### src/rtl/rdma_rx_pkg.sv
// Shared widths, FIFO entry layout and drain FSM states for the RDMA receive sink.
package rdma_rx_pkg;

    localparam int DATA_W  = 256;
    localparam int QN_W    = 4;
    localparam int LINES_W = 6;

    // One buffered payload line together with the queue it belongs to.
    typedef struct packed {
        logic [QN_W-1:0]   qn;
        logic [DATA_W-1:0] data;
    } entry_t;

    // IDLE: nothing presented to memory; WRITE: a line is held on the write master.
    typedef enum logic {
        ST_IDLE  = 1'b0,
        ST_WRITE = 1'b1
    } drain_state_e;

endpackage

### src/rtl/rdma_sync_fifo.sv
// Parameterized synchronous FIFO with registered occupancy count and full/empty flags.
// Read data is show-ahead: rdData_o always presents the current head entry.
module rdma_sync_fifo #(
    parameter int WIDTH = 8,
    parameter int DEPTH = 8,
    localparam int AW   = $clog2(DEPTH)
) (
    input  logic             clock,
    input  logic             reset,
    input  logic             wrEn_i,
    input  logic [WIDTH-1:0] wrData_i,
    input  logic             rdEn_i,
    output logic [WIDTH-1:0] rdData_o,
    output logic [AW:0]      count_o,
    output logic             full_o,
    output logic             empty_o
);

    logic [WIDTH-1:0] mem_q [DEPTH];
    logic [AW-1:0]    wrPtr_q;
    logic [AW-1:0]    rdPtr_q;
    logic [AW:0]      count_q;
    logic             doWrite;
    logic             doRead;

    // Writes into a full FIFO and reads from an empty one are ignored here as well,
    // so the storage can never be corrupted whatever the caller does.
    assign full_o   = (count_q == (AW+1)'(DEPTH));
    assign empty_o  = (count_q == '0);
    assign doWrite  = wrEn_i && !full_o;
    assign doRead   = rdEn_i && !empty_o;
    assign rdData_o = mem_q[rdPtr_q];
    assign count_o  = count_q;

    // Pointer and occupancy bookkeeping; DEPTH is a power of two so pointers wrap naturally.
    always_ff @(posedge clock or posedge reset) begin
        if (reset) begin
            wrPtr_q <= '0;
            rdPtr_q <= '0;
            count_q <= '0;
        end else begin
            if (doWrite) begin
                wrPtr_q <= wrPtr_q + 1'b1;
            end
            if (doRead) begin
                rdPtr_q <= rdPtr_q + 1'b1;
            end
            case ({doWrite, doRead})
                2'b10:   count_q <= count_q + 1'b1;
                2'b01:   count_q <= count_q - 1'b1;
                default: count_q <= count_q;
            endcase
        end
    end

    // Entry storage; contents are don't-care until written, so it carries no reset.
    always_ff @(posedge clock) begin
        if (doWrite) begin
            mem_q[wrPtr_q] <= wrData_i;
        end
    end

endmodule

### src/rtl/rdma_push_sink.sv
// Receive-path sink: buffers tagged payload lines and writes each one to its queue's
// ring in host memory, keeping one ring write pointer per queue.
// Payload, queue-number and ring widths come from rdma_rx_pkg.
module rdma_push_sink
    import rdma_rx_pkg::*;
#(
    parameter int                DEPTH     = 8,
    parameter int                ADDR_W    = 32,
    parameter logic [ADDR_W-1:0] BASE_ADDR = '0
) (
    input  logic               clock,
    input  logic               reset,
    input  logic               push,
    input  logic [DATA_W-1:0]  pushData,
    input  logic [QN_W-1:0]    QN,
    output logic               ready,
    output logic [ADDR_W-1:0]  memAddress,
    output logic [DATA_W-1:0]  memWriteData,
    output logic               memWrite,
    input  logic               memWaitRequest,
    input  logic               qClear,
    input  logic [QN_W-1:0]    qClearNum,
    input  logic [QN_W-1:0]    ptrRdAddr,
    output logic [LINES_W-1:0] ptrRdData,
    output logic               overflowErr
);

    localparam int                NUM_Q      = 1 << QN_W;
    localparam int                FIFO_CW    = $clog2(DEPTH) + 1;
    localparam logic [ADDR_W-1:0] LINE_BYTES = ADDR_W'(DATA_W / 8);

    drain_state_e       state_q;
    drain_state_e       state_d;
    entry_t             pushEntry;
    entry_t             headEntry;
    logic [FIFO_CW-1:0] fifoCount;
    logic               fifoFull;
    logic               fifoEmpty;
    logic               load;
    logic               writeDone;
    logic [LINES_W-1:0] headPtr;
    logic [ADDR_W-1:0]  lineIndex;
    logic [ADDR_W-1:0]  loadAddr;
    logic [LINES_W-1:0] wrPtr_q [NUM_Q];
    logic [LINES_W-1:0] wrPtr_d [NUM_Q];
    logic [QN_W-1:0]    inflightQn_q;
    logic [ADDR_W-1:0]  memAddress_q;
    logic [DATA_W-1:0]  memWriteData_q;
    logic               overflow_q;

    assign pushEntry = '{qn: QN, data: pushData};

    rdma_sync_fifo #(
        .WIDTH ($bits(entry_t)),
        .DEPTH (DEPTH)
    ) u_fifo (
        .clock    (clock),
        .reset    (reset),
        .wrEn_i   (push),
        .wrData_i (pushEntry),
        .rdEn_i   (load),
        .rdData_o (headEntry),
        .count_o  (fifoCount),
        .full_o   (fifoFull),
        .empty_o  (fifoEmpty)
    );

    // ready depends only on the registered count, so a full FIFO refuses a push even
    // when the drain pops in the same cycle.
    assign ready        = (fifoCount != FIFO_CW'(DEPTH));
    assign writeDone    = (state_q == ST_WRITE) && !memWaitRequest;
    assign memWrite     = (state_q == ST_WRITE);
    assign memAddress   = memAddress_q;
    assign memWriteData = memWriteData_q;
    assign ptrRdData    = wrPtr_q[ptrRdAddr];
    assign overflowErr  = overflow_q;

    // Drain FSM next state: pop whenever idle or finishing a write and a line is waiting.
    always_comb begin
        state_d = state_q;
        load    = 1'b0;
        case (state_q)
            ST_IDLE: begin
                if (!fifoEmpty) begin
                    load    = 1'b1;
                    state_d = ST_WRITE;
                end
            end
            ST_WRITE: begin
                if (!memWaitRequest) begin
                    if (!fifoEmpty) begin
                        load = 1'b1;
                    end else begin
                        state_d = ST_IDLE;
                    end
                end
            end
        endcase
    end

    // Ring address of the head line; a completing write to the same queue forwards its
    // incremented pointer so back-to-back lines land in consecutive slots.
    always_comb begin
        headPtr = wrPtr_q[headEntry.qn];
        if (writeDone && (inflightQn_q == headEntry.qn)) begin
            headPtr = wrPtr_q[inflightQn_q] + 1'b1;
        end
    end

    assign lineIndex = ADDR_W'({headEntry.qn, headPtr});
    assign loadAddr  = BASE_ADDR + lineIndex * LINE_BYTES;

    // Per-queue pointer update: a clear beats a completing write to the same queue.
    always_comb begin
        for (int i = 0; i < NUM_Q; i++) begin
            wrPtr_d[i] = wrPtr_q[i];
            if (qClear && (qClearNum == QN_W'(i))) begin
                wrPtr_d[i] = '0;
            end else if (writeDone && (inflightQn_q == QN_W'(i))) begin
                wrPtr_d[i] = wrPtr_q[i] + 1'b1;
            end
        end
    end

    // FSM state and ring pointer registers.
    always_ff @(posedge clock or posedge reset) begin
        if (reset) begin
            state_q <= ST_IDLE;
            for (int i = 0; i < NUM_Q; i++) begin
                wrPtr_q[i] <= '0;
            end
        end else begin
            state_q <= state_d;
            for (int i = 0; i < NUM_Q; i++) begin
                wrPtr_q[i] <= wrPtr_d[i];
            end
        end
    end

    // Write-master holding registers, loaded on each pop, plus the sticky overflow flag.
    always_ff @(posedge clock or posedge reset) begin
        if (reset) begin
            memAddress_q   <= '0;
            memWriteData_q <= '0;
            inflightQn_q   <= '0;
            overflow_q     <= 1'b0;
        end else begin
            if (load) begin
                memAddress_q   <= loadAddr;
                memWriteData_q <= headEntry.data;
                inflightQn_q   <= headEntry.qn;
            end
            if (push && fifoFull) begin
                overflow_q <= 1'b1;
            end
        end
    end

endmodule

### config.mk
export PLATFORM = sky130hd
export DESIGN_NAME = rdma_push_sink
export DESIGN_NICKNAME = d
export VERILOG_FILES = /design/src/rtl/rdma_rx_pkg.sv /design/src/rtl/rdma_sync_fifo.sv /design/src/rtl/rdma_push_sink.sv
export SDC_FILE = /design/constraint.sdc
export NUM_CORES = 2
export LEC_CHECK = 0
export BUFFER_PORTS_ARGS = -buffer_cell sky130_fd_sc_hd__buf_4
export CAP_MARGIN = 10
export CORE_MARGIN = 2
export CORE_UTILIZATION = 51
export CTS_CLUSTER_SIZE = 25
export DETAILED_ROUTE_END_ITERATION = 8
export GPL_TIMING_DRIVEN = 0
export PLACE_DENSITY = 0.71
export SETUP_SLACK_MARGIN = 0.4
export SLEW_MARGIN = 5
export SYNTH_ARGS = -nofsm -noshare
export SYNTH_HDL_FRONTEND = slang
export SYNTH_HIERARCHICAL = 1
export SYNTH_SLANG_ARGS = --single-unit
export TNS_END_PERCENT = 50
### constraint.sdc
create_clock -name clock -period 18.7 [get_ports clock]
set_clock_uncertainty 0.1 [all_clocks]
set_input_delay 3.74 -clock clock [delete_from_list [all_inputs] [get_ports clock]]
set_output_delay 3.74 -clock clock [all_outputs]
set_load 0.005 [all_outputs]
== Yosys cells after proc, flatten, opt, wreduce, memory -nomap -nowiden ==
Memory sizes are Yosys's and may differ from the RTL's.
Cells that the tools add are included.

* Register bits after elaboration: 378
* RAM bits: 2080
* Input bits: 273
* Output and inout port bits: 297
* Word-level logic and storage cells: 198
* Memories: 1

{| class="wikitable"
|+ Memories
! name !! depth !! bits a word !! read ports !! clocked after memory_dff !! wr ports !! line !! text
|-
| u_fifo.mem_q || 8 || 260 || 1 || 0 || 1 || rdma_sync_fifo.sv:19 || <nowiki>logic [WIDTH-1:0] mem_q [DEPTH];</nowiki>
|}

* Add/subtract/negate cells: 21
* Magnitude comparators: 3
* Eq/ne operators: 35
* Mux-type cells: 50
* Bitwise gates (word level): 4
* Reductions and logical operators: 60

{| class="wikitable"
|+ Operator list
! cell !! count
|-
| $mux 6 || 39
|-
| $add 6x1->6 const B || 17
|-
| $bmux 6 s4 || 3
|-
| $eq 4x4->1 const B || 17
|-
| $logic_and 1x1->1 || 37
|-
| $reduce_bool 2->1 || 17
|-
| $eq 4x3->1 const B || 8
|-
| $eq 4x2->1 const B || 4
|-
| $ge 5x5->1 const B || 3
|-
| $not 4->5 || 3
|-
| $logic_not 4->1 || 3
|-
| $eq 4x1->1 const B || 2
|-
| $pmux 4 s2 || 1
|-
| $add 3x1->3 const B || 2
|-
| $mux 1 || 5
|-
| $add 4x1->4 const B || 1
|-
| $eq 4x4->1 || 1
|-
| $ne 4x4->1 const B || 1
|-
| $pmux 1 s2 || 2
|-
| $sub 4x1->4 const B || 1
|-
| $logic_not 1->1 || 3
|-
| $eq 2x1->1 const B || 1
|-
| $eq 2x2->1 const B || 1
|-
| $not 1->1 || 1
|}

== Longest topological paths before layout ==
* Depth after elaboration: 7
* Depth in mapped cells: 13
* Gate-level depth less buffers: 10

== Modules after synthesis ==
Netlist, hierarchy kept.

{| class="wikitable"
|+ Modules (own cells, without submodules)
! module !! instances !! cells each !! area an instance (um2) !! sequential area each (um2)
|-
| rdma_sync_fifo || 1 || 3073 || 78709.2 || 62710.1
|-
| rdma_push_sink || 1 || 1769 || 17031.3 || 9108.7
|}

== Worst setup path after synthesis ==
No wires, ideal clock.

* Path type: input to register
* Start: input port push
* End: memory u_fifo/mem_q[0][0] (netlist bit), enable pin
* Setup time: 1199 ps
* Arrival time: 21365 ps
* Data required time: 17401 ps
* Slack: -3964 ps
* Stages on the path: 2
* Path buffers: 0
* Cell sequence: nand3b_1 nor3_1

* Longest elaborated chain between the ends: 3

{| class="wikitable"
|+ Ends and longest elaborated chain
! what !! line !! text
|-
| from (decl) || rdma_push_sink.sv:13 || <nowiki>input logic push,</nowiki>
|-
| $logic_and 1x1->1 || rdma_sync_fifo.sv:30 || <nowiki>assign doWrite = wrEn_i && !full_o;</nowiki>
|-
| $mux 1 || rdma_sync_fifo.sv:58 || <nowiki>if (doWrite) begin</nowiki>
|-
| $mux 1 (implied by the code) || rdma_sync_fifo.sv:59 || <nowiki>mem_q[wrPtr_q] <= wrData_i;</nowiki>
|-
| to (decl) || rdma_sync_fifo.sv:19 ||
|}

Every way passes these cells.

== Final worst setup path ==
* Start: input port ptrRdAddr[0]
* End: output port ptrRdData[0]

* Longest elaborated chain between the ends: 4

{| class="wikitable"
|+ Ends and longest elaborated chain
! what !! line !! text
|-
| from (decl) || rdma_push_sink.sv:23 || <nowiki>input logic [QN_W-1:0] ptrRdAddr,</nowiki>
|-
| $not 4->5 (implied by the code) || rdma_push_sink.sv:75 || <nowiki>assign ptrRdData = wrPtr_q[ptrRdAddr];</nowiki>
|-
| $bmux 6 s4 || rdma_push_sink.sv:75 ||
|-
| $mux 6 (implied by the code) (2 in series) || rdma_push_sink.sv:75 ||
|-
| to (decl) || rdma_push_sink.sv:24 || <nowiki>output logic [LINES_W-1:0] ptrRdData,</nowiki>
|}

Every way passes these cells. The select of a mux whose other input is x is not followed.

==> impl_metrics.yaml <==
synth:
  ys_ff_latch: 2454
  synthSimpleGateAreaFrac: 0.0458
  ys_seq_area_frac: 0.750
  synthDistinctLibCells: 51
  synth_edf_count: 2080
  syn_area_per_cell_um2: 19.8
  synth-main-ff-cell: "edfxtp_1"
  synth_commonest_cells: "2080 x edfxtp_1, 850 x nand2_1, 599 x mux4_2"
  syn_inst: 4842
  synth.most_common_cell: "edfxtp_1"
  ys_warn_count: 6
  synth_xor_area_frac: 0.00832
  synth-compound-area-share: 0.00294
  synth_top_area_frac: 0.652
  ys_top_cells_by_area: "edfxtp_1 65%, mux4_2 14%, dfrtp_1 9.8%"
  synthMuxAreaShare: 0.174
  synth_area_mm2: 0.0957
  synth_largest_area_cell: "edfxtp_1"
  synth_top_family_by_area: "multiplexers"
  synthAdderAreaFrac: 0.00308
  async_flop_share: 0.152
final_layout:
  stdcell_area_mm2: 0.114
  areaGrowthSynthToFinish_pct: 19.1
  fin_nets: 6088
  drive_gt1_frac: 0.341
  post-route-util: 0.609
critical_path:
  worstReg2RegEnd: "u_fifo/count_o[3]$_DFFE_PP0P_"
  r2r_slack_ps: 13030
  cp.required_ps: 14860
  r2r-start: "u_fifo/count_o[0]$_DFFE_PP0P_"
  cp_data_arrival_time_ps: 5900
  path_class: "input port to output pin"
  critPathMaxFanout: 10
  end_kind: "output pin"
  cp-start-kind: "input port"
  cp-startpoint: "ptrRdAddr[0]"
  r2r_cells: 12
worst_hold_path:
  holdPathEnd: "overflowErr$_DFFE_PP0P_"
  hold_path_depth: 1
  min_path_type: "flop to flop"
  min_from: "overflowErr$_DFFE_PP0P_"
power_and_ir_drop:
  p_leak_nw: 40.6
  peakVddDrop_v: 0.0000960
  p_per_area_mw_per_mm2: 158
clocking:
  hold_buffers: 0
  numCtsBuffers: 235
  root_buffer: "clkbuf_16"
  cts_sinks: 2454
  ctsLongestPathBuffers: 3
  htree_levels: 4
  tritoncts: "yes"
  cts_setup_buffers: 0
  cts_resized: 0
  clk_pin_slew_ps: 60
  clk_latency_ps: 880
timing:
  rsz0062_at_grt: "no"
  period_needed_ps: 9740
  fmax_ghz: 0.103
  finalCritPeriodShare: 0.521
  tightest_slew_ps: 1090
  timing.final.ws_setup_ps: 8960
  final-setup-viol-count: 0
  drv_slew: 0
  relSlewSlack: 0.272
  hold_viol_final: 0
floorplanning:
  die_w_um: 437
  core-area_mm2: 0.187
  floorplan.die_area_mm2: 0.191
  start_util: 0.511
  fp.dieH_um: 437
  top_level_ports: 570
  rows: 159
global_route:
  grt_pass1_wl_um: 345000
  use_met1: 0.330
  grt_overflow_total: 0
  grt_busiest_layer: "met2"
  grt_max_degree: 92
  first_global_vias: 50500
  antenna_found_initial: 46
  grt_use_met3: 0.0429
  grtUsageMet2: 0.408
  grt_usage: 0.249
detailed_routing:
  wl_per_cell_um: 27.8
  vias_per_cell: 5.79
  wirelength_um: 237000
  detail-route-antenna-nets: 0
  drtIter0Drc: 4929
  dr.pass1.iters: 6
  drc: 0
  routed-via-count: 49400
status:
  status: "complete, no violations"
placed_design:
  place_ws_ps: 8950
  io_buffers: 544
  globalplace.congestion: 0.908
  hpwlAfterDp_um: 157000
  place_area_mm2: 0.106
job:
  drv_cap: 0
[layout by cell type, fill, tap and decap left out, types with 16 or more instances in the layout]
| cell type | n |
|---|---|
| xor2_1 | 42 |
| diode_2 | 28 |
| buf_2 | 21 |
| buf_6 | 71 |
| dfrtp_1 | 374 |
| clkbuf_16 | 239 |
| mux4_2 | 599 |
| buf_1 | 28 |
| nand3_1 | 25 |
| conb_1 | 22 |
| nand4_1 | 16 |
| buf_16 | 37 |
| nand2_1 | 850 |
| nor2_1 | 123 |
| bufinv_16 | 28 |
| clkinv_2 | 46 |
| clkinv_1 | 21 |
| buf_12 | 64 |
| clkbuf_8 | 30 |
| clkbuf_1 | 179 |
| buf_4 | 589 |
| xnor2_1 | 49 |
| edfxtp_1 | 2080 |
| mux2_2 | 262 |
| and3_1 | 18 |
| ha_1 | 22 |
[routing by layer]
metal / up-vias / share of wire
li1: 21000 / -
met1: 26100 / 0.39
met2: 1841 / 0.51
met3: 423 / 0.059
met4: 12 / 0.041
met5: - / 0.00033
[report_power, final]
part | switching [W] | internal [W] | leakage (nW) | total [W]
Clock | 0.00204 | 0.00286 | 3.96 | 0.00490
Sequential | 0.000396 | 0.00699 | 23.6 | 0.00738
Combinational | 0.00302 | 0.00270 | 13.1 | 0.00572
[flip-flops by register name, indices dropped and copies added (netlist names)]
| register | cells |
|---|---|
| inflightQn_q | 4 |
| memWrite | 1 |
| u_fifo/wrPtr_q | 3 |
| memWriteData | 256 |
| memAddress | 6 |
| u_fifo/mem_q | 2080 |
| u_fifo/rdPtr_q | 3 |
| wrPtr_q | 96 |
| u_fifo/count_o | 4 |
| overflowErr | 1 |
[worst max-delay path, stage by stage]
cell      delay (ps)
clkbuf_1         370
buf_2            480
mux4_2           610
mux4_2           530
buf_4            160
[area by class of cell]
type                            instances  area, um^2
Fill cell                           13200       73100
Clock buffer                          327        6610
Multi-Input combinational cell       2144       22500
Timing Repair Buffer                  692        6880
Antenna cell                           28        70.1
Clock inverter                        123        1480
Sequential cell                      2454       71800
Inverter                                9        41.3
Tap cell                             2495        3120
Buffer                                256        1510
[cells by family (layout without fill, tap and decap cells)]
group / count (synthesis) / in the layout
AO/OA/AOI/OAI: 43 / 43
XOR/XNOR: 91 / 91
adder cells (fa/ha/maj): 23 / 23
buffers and inverters: 265 / 1407
flip-flops: 2454 / 2454
multiplexers: 873 / 873
other: 1 / 50
AND/OR/NAND/NOR: 1092 / 1092
[stage by stage]
step / hold slack (ps) / power (W) / setup TNS, ps / cells
2_1_floorplan: 351 / 0.0111 / -1030320 / 4863
3_3_place_gp: 344 / 0.0136 / - / 7902
3_5_place_dp: 356 / 0.0132 / 0 / 8050
4_1_cts: 374 / 0.0182 / 0 / 8500
5_1_grt: 391 / 0.0187 / 0 / 8527
6_report: 370 / 0.0180 / 0 / 8528
[worst max path at each step]
stage,to,slack [ps],cells after the start
final,ptrRdData[0],8960,5
after global placement,u_fifo/mem_q[1][118]$_DFFE_PP_,-23940,3
after CTS,ptrRdData[0],8950,5
after global routing,ptrRdData[2],8820,5
after floorplan,u_fifo/mem_q[1][0]$_DFFE_PP_,-3960,2
after detailed placement,ptrRdData[0],8950,5
Power figures use the tool's default switching activity.
